File: src/rtl/iterst_bit_serializer_pkg.sv
// Shared definitions for the iterSt bit serializer: defaults, word type, shifter states
// and the occupancy-counter width helper.
package iterst_ser_pkg;

  localparam int   DEF_WIDTH    = 8;
  localparam int   DEF_DEPTH    = 2;
  localparam logic DEF_IDLE_BIT = 1'b0;

  typedef logic [DEF_WIDTH-1:0] word_t;

  typedef enum logic {
    ST_IDLE,
    ST_SHIFT
  } ser_state_t;

  function automatic int cnt_w(input int depth);
    return $clog2(depth + 1);
  endfunction

endpackage

File: src/rtl/iterst_bit_serializer_if.sv
// Word-in / bit-out bundle of the serializer; master is the feeder side, slave is the block.
interface iterst_bit_serializer_if
  import iterst_ser_pkg::*;
#(
  parameter int WIDTH = DEF_WIDTH,
  parameter int DEPTH = DEF_DEPTH
);
  localparam int CW = cnt_w(DEPTH);

  logic [WIDTH-1:0] in_data;
  logic             in_valid;
  logic             in_ready;
  logic             ser_bit;
  logic             ser_active;
  logic             ser_first;
  logic             ser_last;
  logic [CW-1:0]    fifo_count;

  modport master (
    output in_data, in_valid,
    input  in_ready, ser_bit, ser_active, ser_first, ser_last, fifo_count
  );

  modport slave (
    input  in_data, in_valid,
    output in_ready, ser_bit, ser_active, ser_first, ser_last, fifo_count
  );

endinterface

File: src/rtl/iterst_word_fifo.sv
// Synchronous word FIFO; storage is not reset, only pointers and occupancy are.
module iterst_word_fifo
  import iterst_ser_pkg::*;
#(
  parameter int WIDTH = DEF_WIDTH,
  parameter int DEPTH = DEF_DEPTH,
  parameter int CW    = cnt_w(DEPTH)
) (
  input  logic             clk,
  input  logic             rst,
  input  logic             push,
  input  logic [WIDTH-1:0] push_data,
  input  logic             pop,
  output logic [WIDTH-1:0] head,
  output logic [CW-1:0]    count,
  output logic             full,
  output logic             empty
);
  localparam int PW = (DEPTH > 1) ? $clog2(DEPTH) : 1;
  localparam logic [PW-1:0] LAST_PTR = PW'(DEPTH - 1);

  logic [WIDTH-1:0] mem [DEPTH];
  logic [PW-1:0]    wr_ptr;
  logic [PW-1:0]    rd_ptr;

  assign full  = count == CW'(DEPTH);
  assign empty = count == '0;
  assign head  = mem[rd_ptr];

  always_ff @(posedge clk) begin
    if (push) mem[wr_ptr] <= push_data;
  end

  always_ff @(posedge clk) begin
    if (rst) begin
      wr_ptr <= '0;
      rd_ptr <= '0;
      count  <= '0;
    end else begin
      if (push) wr_ptr <= (wr_ptr == LAST_PTR) ? '0 : wr_ptr + 1'b1;
      if (pop)  rd_ptr <= (rd_ptr == LAST_PTR) ? '0 : rd_ptr + 1'b1;
      // Simultaneous push and pop leaves occupancy unchanged.
      case ({push, pop})
        2'b10:   count <= count + 1'b1;
        2'b01:   count <= count - 1'b1;
        default: count <= count;
      endcase
    end
  end

endmodule

File: src/rtl/iterst_bit_serializer.sv
// Buffers WIDTH-bit words and streams them LSB-first, one bit per clock, into the
// handshake-free iterSt stage; back-to-back words leave no gap.
module iterst_bit_serializer
  import iterst_ser_pkg::*;
#(
  parameter int   WIDTH    = DEF_WIDTH,
  parameter int   DEPTH    = DEF_DEPTH,
  parameter logic IDLE_BIT = DEF_IDLE_BIT
) (
  input logic                      clk,
  input logic                      rst,
  iterst_bit_serializer_if.slave   bus
);
  localparam int CW = cnt_w(DEPTH);
  localparam int IW = $clog2(WIDTH);
  localparam logic [IW-1:0] LAST_IDX = IW'(WIDTH - 1);

  logic             push;
  logic             pop;
  logic             full;
  logic             empty;
  logic [WIDTH-1:0] head;
  logic [CW-1:0]    count;

  ser_state_t       state;
  ser_state_t       state_nxt;
  logic [IW-1:0]    idx;
  logic [WIDTH-1:0] shreg;
  logic             busy;
  logic             at_last;
  logic             load;

  assign busy    = state == ST_SHIFT;
  assign at_last = idx == LAST_IDX;
  // Reloading on the last bit is what makes consecutive words seamless.
  assign load    = !empty && (!busy || at_last);
  assign pop     = load;

  assign bus.in_ready   = !rst && !full;
  assign push           = bus.in_valid && bus.in_ready;
  assign bus.fifo_count = count;

  iterst_word_fifo #(
    .WIDTH (WIDTH),
    .DEPTH (DEPTH),
    .CW    (CW)
  ) u_fifo (
    .clk       (clk),
    .rst       (rst),
    .push      (push),
    .push_data (bus.in_data),
    .pop       (pop),
    .head      (head),
    .count     (count),
    .full      (full),
    .empty     (empty)
  );

  always_ff @(posedge clk) begin
    if (rst) state <= ST_IDLE;
    else     state <= state_nxt;
  end

  always_comb begin
    state_nxt = state;
    case (state)
      ST_IDLE:  if (load) state_nxt = ST_SHIFT;
      ST_SHIFT: if (!load && at_last) state_nxt = ST_IDLE;
      default:  state_nxt = ST_IDLE;
    endcase
  end

  always_ff @(posedge clk) begin
    if (rst)                 idx <= '0;
    else if (load)           idx <= '0;
    else if (busy)           idx <= at_last ? '0 : idx + 1'b1;
  end

  always_ff @(posedge clk) begin
    if (load) shreg <= head;
  end

  always_comb begin
    bus.ser_bit    = IDLE_BIT;
    bus.ser_active = busy;
    bus.ser_first  = busy && (idx == '0);
    bus.ser_last   = busy && at_last;
    if (busy) bus.ser_bit = shreg[idx];
  end

endmodule

File: src/flat_wrapper.sv
// flat-port wrapper written by rule: the top's interface ports become plain ports
module iterst_bit_serializer_flat import iterst_ser_pkg::*;
#(
  parameter int   WIDTH    = DEF_WIDTH,
  parameter int   DEPTH    = DEF_DEPTH,
  parameter logic IDLE_BIT = DEF_IDLE_BIT
)
  (clk, rst, bus_in_data, bus_in_valid, bus_in_ready, bus_ser_bit, bus_ser_active, bus_ser_first, bus_ser_last, bus_fifo_count);
  iterst_bit_serializer_if #(.WIDTH(WIDTH), .DEPTH(DEPTH)) bus_i ();
  input logic clk;
  input logic rst;
  input wire logic [$bits(bus_i.in_data)-1:0] bus_in_data;
  input wire logic [$bits(bus_i.in_valid)-1:0] bus_in_valid;
  output wire logic [$bits(bus_i.in_ready)-1:0] bus_in_ready;
  output wire logic [$bits(bus_i.ser_bit)-1:0] bus_ser_bit;
  output wire logic [$bits(bus_i.ser_active)-1:0] bus_ser_active;
  output wire logic [$bits(bus_i.ser_first)-1:0] bus_ser_first;
  output wire logic [$bits(bus_i.ser_last)-1:0] bus_ser_last;
  output wire logic [$bits(bus_i.fifo_count)-1:0] bus_fifo_count;
  assign bus_i.in_data = bus_in_data;
  assign bus_i.in_valid = bus_in_valid;
  assign bus_in_ready = bus_i.in_ready;
  assign bus_ser_bit = bus_i.ser_bit;
  assign bus_ser_active = bus_i.ser_active;
  assign bus_ser_first = bus_i.ser_first;
  assign bus_ser_last = bus_i.ser_last;
  assign bus_fifo_count = bus_i.fifo_count;
  iterst_bit_serializer #(.WIDTH(WIDTH), .DEPTH(DEPTH), .IDLE_BIT(IDLE_BIT)) u_core (.clk(clk), .rst(rst), .bus(bus_i));
endmodule
File: config.mk
export PLATFORM = sky130hd
export DESIGN_NAME = iterst_bit_serializer_flat
export DESIGN_NICKNAME = d
export VERILOG_FILES = /design/src/rtl/iterst_bit_serializer_pkg.sv /design/src/rtl/iterst_bit_serializer_if.sv /design/src/rtl/iterst_word_fifo.sv /design/src/rtl/iterst_bit_serializer.sv /design/src/flat_wrapper.sv
export SDC_FILE = /design/constraint.sdc
export NUM_CORES = 1
export LEC_CHECK = 0
export ABC_CLOCK_PERIOD_IN_PS = 2470
export CORE_MARGIN = 3
export CORE_UTILIZATION = 60
export CTS_CLUSTER_SIZE = 16
export DETAILED_ROUTE_END_ITERATION = 8
export DONT_BUFFER_PORTS = 1
export GPL_TIMING_DRIVEN = 0
export PLACE_DENSITY_LB_ADDON = 0.25
export SLEW_MARGIN = 10
export SYNTH_ARGS = -nofsm -noshare
export SYNTH_HDL_FRONTEND = slang
export SYNTH_SLANG_ARGS = --single-unit
File: constraint.sdc
create_clock -name clk -period 2.47 [get_ports clk]
set_input_delay 0.247 -clock clk [delete_from_list [all_inputs] [get_ports clk]]
set_output_delay 0.247 -clock clk [all_outputs]
set_load 0.1 [all_outputs]
==> results of run 1 <==
-- metrics by stage --
step           setup slack [ps]  instance area [sq um]   util  std cells
3_3_place_gp               -247                   1360  0.674        112
3_5_place_dp               -281                   1360  0.674        112
5_1_grt                    33.0                   1530  0.754        129
6_report                    152                   1530  0.754        129
4_1_cts                     111                   1480  0.732        125
2_1_floorplan             0.125                   1330      -         85
-- cells by family (layout without fill, tap and decap cells) --
| group | Yosys count | in the layout | share of synthesized area |
|---|---|---|---|
| and+or+nand+nor | 19 | 19 | 0.0885 |
| xor gates and xnor gates | 2 | 2 | 0.0133 |
| AOI/OAI and AO/OA | 8 | 8 | 0.0343 |
| DFF | 32 | 32 | 0.670 |
| adders and majority gates | 4 | 4 | 0.0381 |
| buffers and inverters | 7 | 24 | 0.0295 |
| muxes | 13 | 13 | 0.127 |
-- power groups by stage --
| stage | registers (mW) | clock network [mW] | logic [mW] |
|---|---|---|---|
| 6_report | 0.935 | 0.285 | 0.595 |
| 5_1_grt | 0.948 | 0.313 | 0.650 |
| 4_1_cts | 0.936 | 0.290 | 0.585 |
| 3_5_place_dp | 0.949 | 0 | 0.561 |
| 3_3_place_gp | 0.943 | 0 | 0.541 |
| 2_1_floorplan | 0.930 | 0 | 0.488 |
-- placed cells by master (no fill, tap or decap), types with 2 or more instances in the layout --
cell | netlist | layout
mux2_2 | 9 | 9
clkinv_2 | 0 | 2
o21ai_0 | 2 | 2
inv_1 | 4 | 4
mux4_2 | 2 | 2
mux2i_1 | 2 | 2
nand2_1 | 2 | 2
dfxtp_1 | 8 | 5
edfxtp_1 | 24 | 24
ha_1 | 4 | 4
dfxtp_2 | 0 | 3
or3_1 | 2 | 2
nor2_4 | 0 | 2
dlygate4sd3_1 | 0 | 9
nor2_1 | 4 | 2
a21oi_1 | 4 | 4
nor3_1 | 3 | 3
clkbuf_4 | 0 | 5
-- flip-flops by register name (all words and copies together) (netlist names) --
| signal | flops |
|---|---|
| u_core.u_fifo.mem | 16 |
| u_core.shreg | 8 |
| u_core.idx | 3 |
| u_core.u_fifo.count | 2 |
| u_core.bus.ser_active | 1 |
| u_core.u_fifo.rd_ptr | 1 |
| u_core.u_fifo.wr_ptr | 1 |
-- final timing paths --
path	startpoint	to	slack [ps]	depth (start not counted)
worst min-delay path	rst	u_core.u_fifo.wr_ptr	120	2
worst max register to register	u_core.u_fifo.count[0]	u_core.u_fifo.mem[1][4]	150	3
worst max-delay path	u_core.u_fifo.count[0]	u_core.u_fifo.mem[1][4]	150	3
worst min register to register	u_core.u_fifo.wr_ptr	u_core.u_fifo.wr_ptr	500	2
-- layer usage --
| layer | GRT usage | part of all wire |
|---|---|---|
| met1 | 0.179 | 0.39 |
| met2 | 0.267 | 0.54 |
| met3 | 0.0598 | 0.050 |
| met4 | 0.0766 | 0.021 |
| met5 | 0 | 0 |
-- final cells by class --
| type | instances | area (sq um) | share of cell area |
|---|---|---|---|
| buffer | 3 | 23.8 | 0.0156 |
| clock buffer | 5 | 37.5 | 0.0246 |
| clock inverter | 3 | 18.8 | 0.0123 |
| inverter | 4 | 15.0 | 0.00984 |
| multi-input combinational | 46 | 422 | 0.276 |
| sequential | 32 | 885 | 0.580 |
| tap | 27 | 33.8 | 0.0221 |
| timing repair buffer | 9 | 90.1 | 0.0591 |
-- critical path: cells and delay by family (launching register included) --
| kind | cells | cell delay [ps] |
|---|---|---|
| flops | 1 | 720 |
| simple gates | 3 | 1260 |
-- repair_timing --
item	CTS	global route
hold buffers	5	4
hold endpoints to repair	9	7
setup endpoints to repair	5	1
gates resized for setup	3	1
-- synthesized netlist by cell type (all sizes together) --
cell / instances / area [sq um]
edfxtp: 24 / 721
mux2: 9 / 101
dfxtp: 8 / 160
a21oi: 4 / 20.0
ha: 4 / 50.1
inv: 4 / 15.0
nor2: 4 / 15.0
buf: 3 / 23.8
nor3: 3 / 15.0
or3: 3 / 20.0
mux2i: 2 / 20.0
mux4: 2 / 45.0
nand2: 2 / 7.51
nor2b: 2 / 20.0
o21ai: 2 / 10.0
a21boi: 1 / 7.51
and2: 1 / 6.26
and3: 1 / 6.26
and3b: 1 / 8.76
nand2b: 1 / 6.26
o31ai: 1 / 7.51
or4: 1 / 11.3
xnor2: 1 / 8.76
xor2: 1 / 8.76
==> results.toml, run 1 <==
[yosys]
ys_seq_area_frac = 0.670
yosysUniqueCellTypes = 28
ys_ff_latch = 32
synth.net_count = 100
synth_warnings = 0
synth_area_sq_mm = 0.00132
syn_avg_cell_area_sq_um = 15.5
synthesis.instances = 85

[final_layout]
n_antenna_cell = 0
num-nets-final = 116
nFillCells = 142
drive_gt1_frac = 0.304
syn_to_final_growth_pct = 16.0

[power_and_ir_drop]
swShare = 0.415
combPwrFrac = 0.328
power_mw = 1.82
switchingPower_mw = 0.753
p_per_area_mw_per_mm2 = 1190
p_seq_frac = 0.515
power_frac_clock = 0.157
ir_drop_mv = 0.861
p_leak_nw = 0.547
internal-power_mw = 1.06

[sta]
fmax_mhz = 431
tightest_slew_ps = 959
slew_headroom = 0.363
fin_crit_sh = 0.938
report.final.hold_viol_count = 0
finalSetupTns_ps = 0
finalSetupViolations = 0
fin_worst_skew_ps = 18.1
final_max_slew_viol_count = 0
hold_ws_ps = 123
finalWorstPathRequiredPeriod_ps = 2320
rsz0062_at_grt = "no"

[drt]
drt_iter0_markers = 11
via_count = 717
drt-pass1-iter-count = 4
avgViaCountPerCell = 5.56
ant_nets = 0
finalWirelength_um = 2040
wire_per_inst_um = 15.8
drcViolationCount = 0

[flow_run]
maxCapViolCount = 0

[clock_network]
clock_latency_ps = 330
cts.clk_slew.worst_paths_ps = 90
htreeDepth = 2
post_cts_buffers = 0
cts_tree = "done"
cts.sinks = 32
cts_made_buffers = 5
clk_path_buf_depth = 2
root_buffer = "clkbuf_4"

[floorplan]
die_width_um = 52.8
fp.dieH_um = 52.8
rows = 16
coreArea_sq_mm = 0.00202
die-area_sq_mm = 0.00279
initial_utilization = 0.650
io_pins = 18

[setup_path]
crit_slowest_cell = "dfxtp_2"
worstPathRequired_ps = 2460
cp.arrival_ps = 2300
cp-end-kind = "flip-flop"
crit_chain = "nor2b_1 > nor2_4 > and3_1"
worstSetupPathType = "flip-flop to flip-flop"
start_kind = "flip-flop"
slowest_delay_ps = 720
critPathMaxFanout = 8

[global_routing]
grt_pass1_wl_um = 3000
gr-total-overflow = 0
grt_usage = 0.160
grt_max_degree = 13
grt_pass1_vias = 696
antenna_found_initial = 0

[placed_design]
gp_congestion = 0.728
io_buffers = 0
dpl.hpwl_um = 1270

[outcome]
status = "complete, no violations"

[hold_path]
hold_class = "input pin to flip-flop"
No activity file was read; power rests on OpenSTA's default activity.
==> inputs of run 2 (changes only) <==
==> constraint.sdc (replaced) <==
create_clock -name clk -period 2.47 [get_ports clk]
set_input_delay 0.1235 -clock clk [delete_from_list [all_inputs] [get_ports clk]]
set_output_delay 0.1235 -clock clk [all_outputs]
set_load 0.1 [all_outputs]
==> results.toml, run 2 (synthesis results as in run 1) <==
[setup_path]
slowest_delay_ps = 720
cp.arrival_ps = 2310
worstSetupPathType = "flip-flop to flip-flop"
critPathMaxFanout = 8
reg2reg_to = "u_core.u_fifo.mem[1][2]"
r2r_slack_ps = 140
r2r_start = "u_core.u_fifo.count[0]"
crit_slowest_cell = "dfxtp_2"
crit_chain = "nor2b_1 > nor2_4 > and3_1"
reg2reg_depth = 3
cp-end-kind = "flip-flop"
worstPathRequired_ps = 2450
critPathLaunch = "u_core.u_fifo.count[0]"
start_kind = "flip-flop"

[sta]
timing.final.ws_setup_ps = 139
rsz0062_at_grt = "no"
fin_crit_sh = 0.944
finalWorstPathRequiredPeriod_ps = 2330
fmax_mhz = 429
slew_headroom = 0.363
fin_worst_skew_ps = 12.4
tightest_slew_ps = 959
finalSetupViolations = 0
report.final.hold_viol_count = 0
hold_ws_ps = 36.7
final_max_slew_viol_count = 0

[drt]
ant_nets = 0
via_count = 722
finalWirelength_um = 1940
wire_per_inst_um = 15.0
avgViaCountPerCell = 5.60
drt_iter0_markers = 5
drcViolationCount = 0
drt-pass1-iter-count = 2

[hold_path]
hp-start = "rst"
hold_class = "input pin to flip-flop"
min_to = "u_core.u_fifo.wr_ptr"
min_path_cells = 2

[power_and_ir_drop]
p_per_area_mw_per_mm2 = 1190
ir_drop_mv = 0.720
p_leak_nw = 0.547

[clock_network]
cts_made_buffers = 5
cts.clk_slew.worst_paths_ps = 100
clk_path_buf_depth = 2
post_cts_buffers = 0
cts.sinks = 32
cts_tree = "done"
htreeDepth = 2
clock_latency_ps = 320
root_buffer = "clkbuf_4"

[floorplan]
coreArea_sq_mm = 0.00202
die_width_um = 52.8
die-area_sq_mm = 0.00279
initial_utilization = 0.650
fp.dieH_um = 52.8
rows = 16
io_pins = 18

[flow_run]
maxCapViolCount = 0

[global_routing]
grt_pass1_vias = 762
grt_pass1_wl_um = 3270
grt_usage = 0.173
gr-total-overflow = 0
antenna_found_initial = 0
grt_max_degree = 13

[final_layout]
largest_reg_flops = 16
regMostFlops = "u_core.u_fifo.mem"
num-nets-final = 116
syn_to_final_growth_pct = 16.0
final_common_cell = "edfxtp_1"
drive_gt1_frac = 0.304
n_antenna_cell = 0
final_cell_mix = "edfxtp_1, mux2_2, dlygate4sd3_1"
top_regs = "u_core.u_fifo.mem (16), u_core.shreg (8), u_core.idx (3)"

[placed_design]
gp_congestion = 0.728
io_buffers = 0
dp_slack_ps = -281
dpl.hpwl_um = 1270

[outcome]
status = "complete, no violations"
==> run 2: cell counts in the layout (fill, tap and decap cells not counted) <==
Identical to the previous run, type by type.
==> run 2: where the power goes <==
part	internal, mW	switching [mW]
sequential	0.730	0.206
combinational	0.224	0.370
clock	0.109	0.172
total	1.06	0.748
==> run 2: per-stage QoR <==
step	setup TNS [ps]	power, mW	utilization	instances	area [sq um]
CTS	0	1.82	0.752	129	1520
global route	0	1.91	0.754	129	1530
detailed placement	-351	1.51	0.674	112	1360
finish	0	1.81	0.754	129	1530
floorplan	0	1.42	-	85	1330
global placement	-278	1.48	0.674	112	1360
==> run 2: how the worst max path moves through the flow <==
stage | endpoint | slack (ps)
floorplan | u_core.u_fifo.count[1] | 0.1
global placement | u_core.u_fifo.count[1] | -250
detailed placement | u_core.u_fifo.count[1] | -280
CTS | u_core.u_fifo.mem[1][5] | 110
global route | u_core.u_fifo.mem[1][5] | 40
finish | u_core.u_fifo.mem[1][2] | 140
==> run 2: what timing repair did <==
item                                   CTS  global route
endpoints found under the hold margin   17             0
resized for setup                        3             1
hold buffers                             9             0
setup endpoints to repair                4             1
==> run 2: final cells by class <==
class | instances | area [sq um]
plain buffers | 3 | 23.8
clock buffers | 5 | 37.5
clock inverters | 3 | 18.8
fillers | 142 | 497
inverters | 4 | 15.0
multi-input cells | 46 | 422
flip-flops and latches | 32 | 885
well taps | 27 | 33.8
repair buffers | 9 | 90.1
==> run 2: worst max-delay path, delay by kind of cell, from the launching register on <==
family / cells / cell delay [ps]
flip-flops: 1 / 720
AND/OR/NAND/NOR: 3 / 1270
==> run 2: metal layers <==
metal  GRT usage  vias to the layer above  share of wire
li1            -                      347              -
met1       0.186                      348           0.39
met2       0.304                       21           0.54
met3      0.0598                        6          0.045
met4      0.0766                        0          0.022
met5           0                        -              0
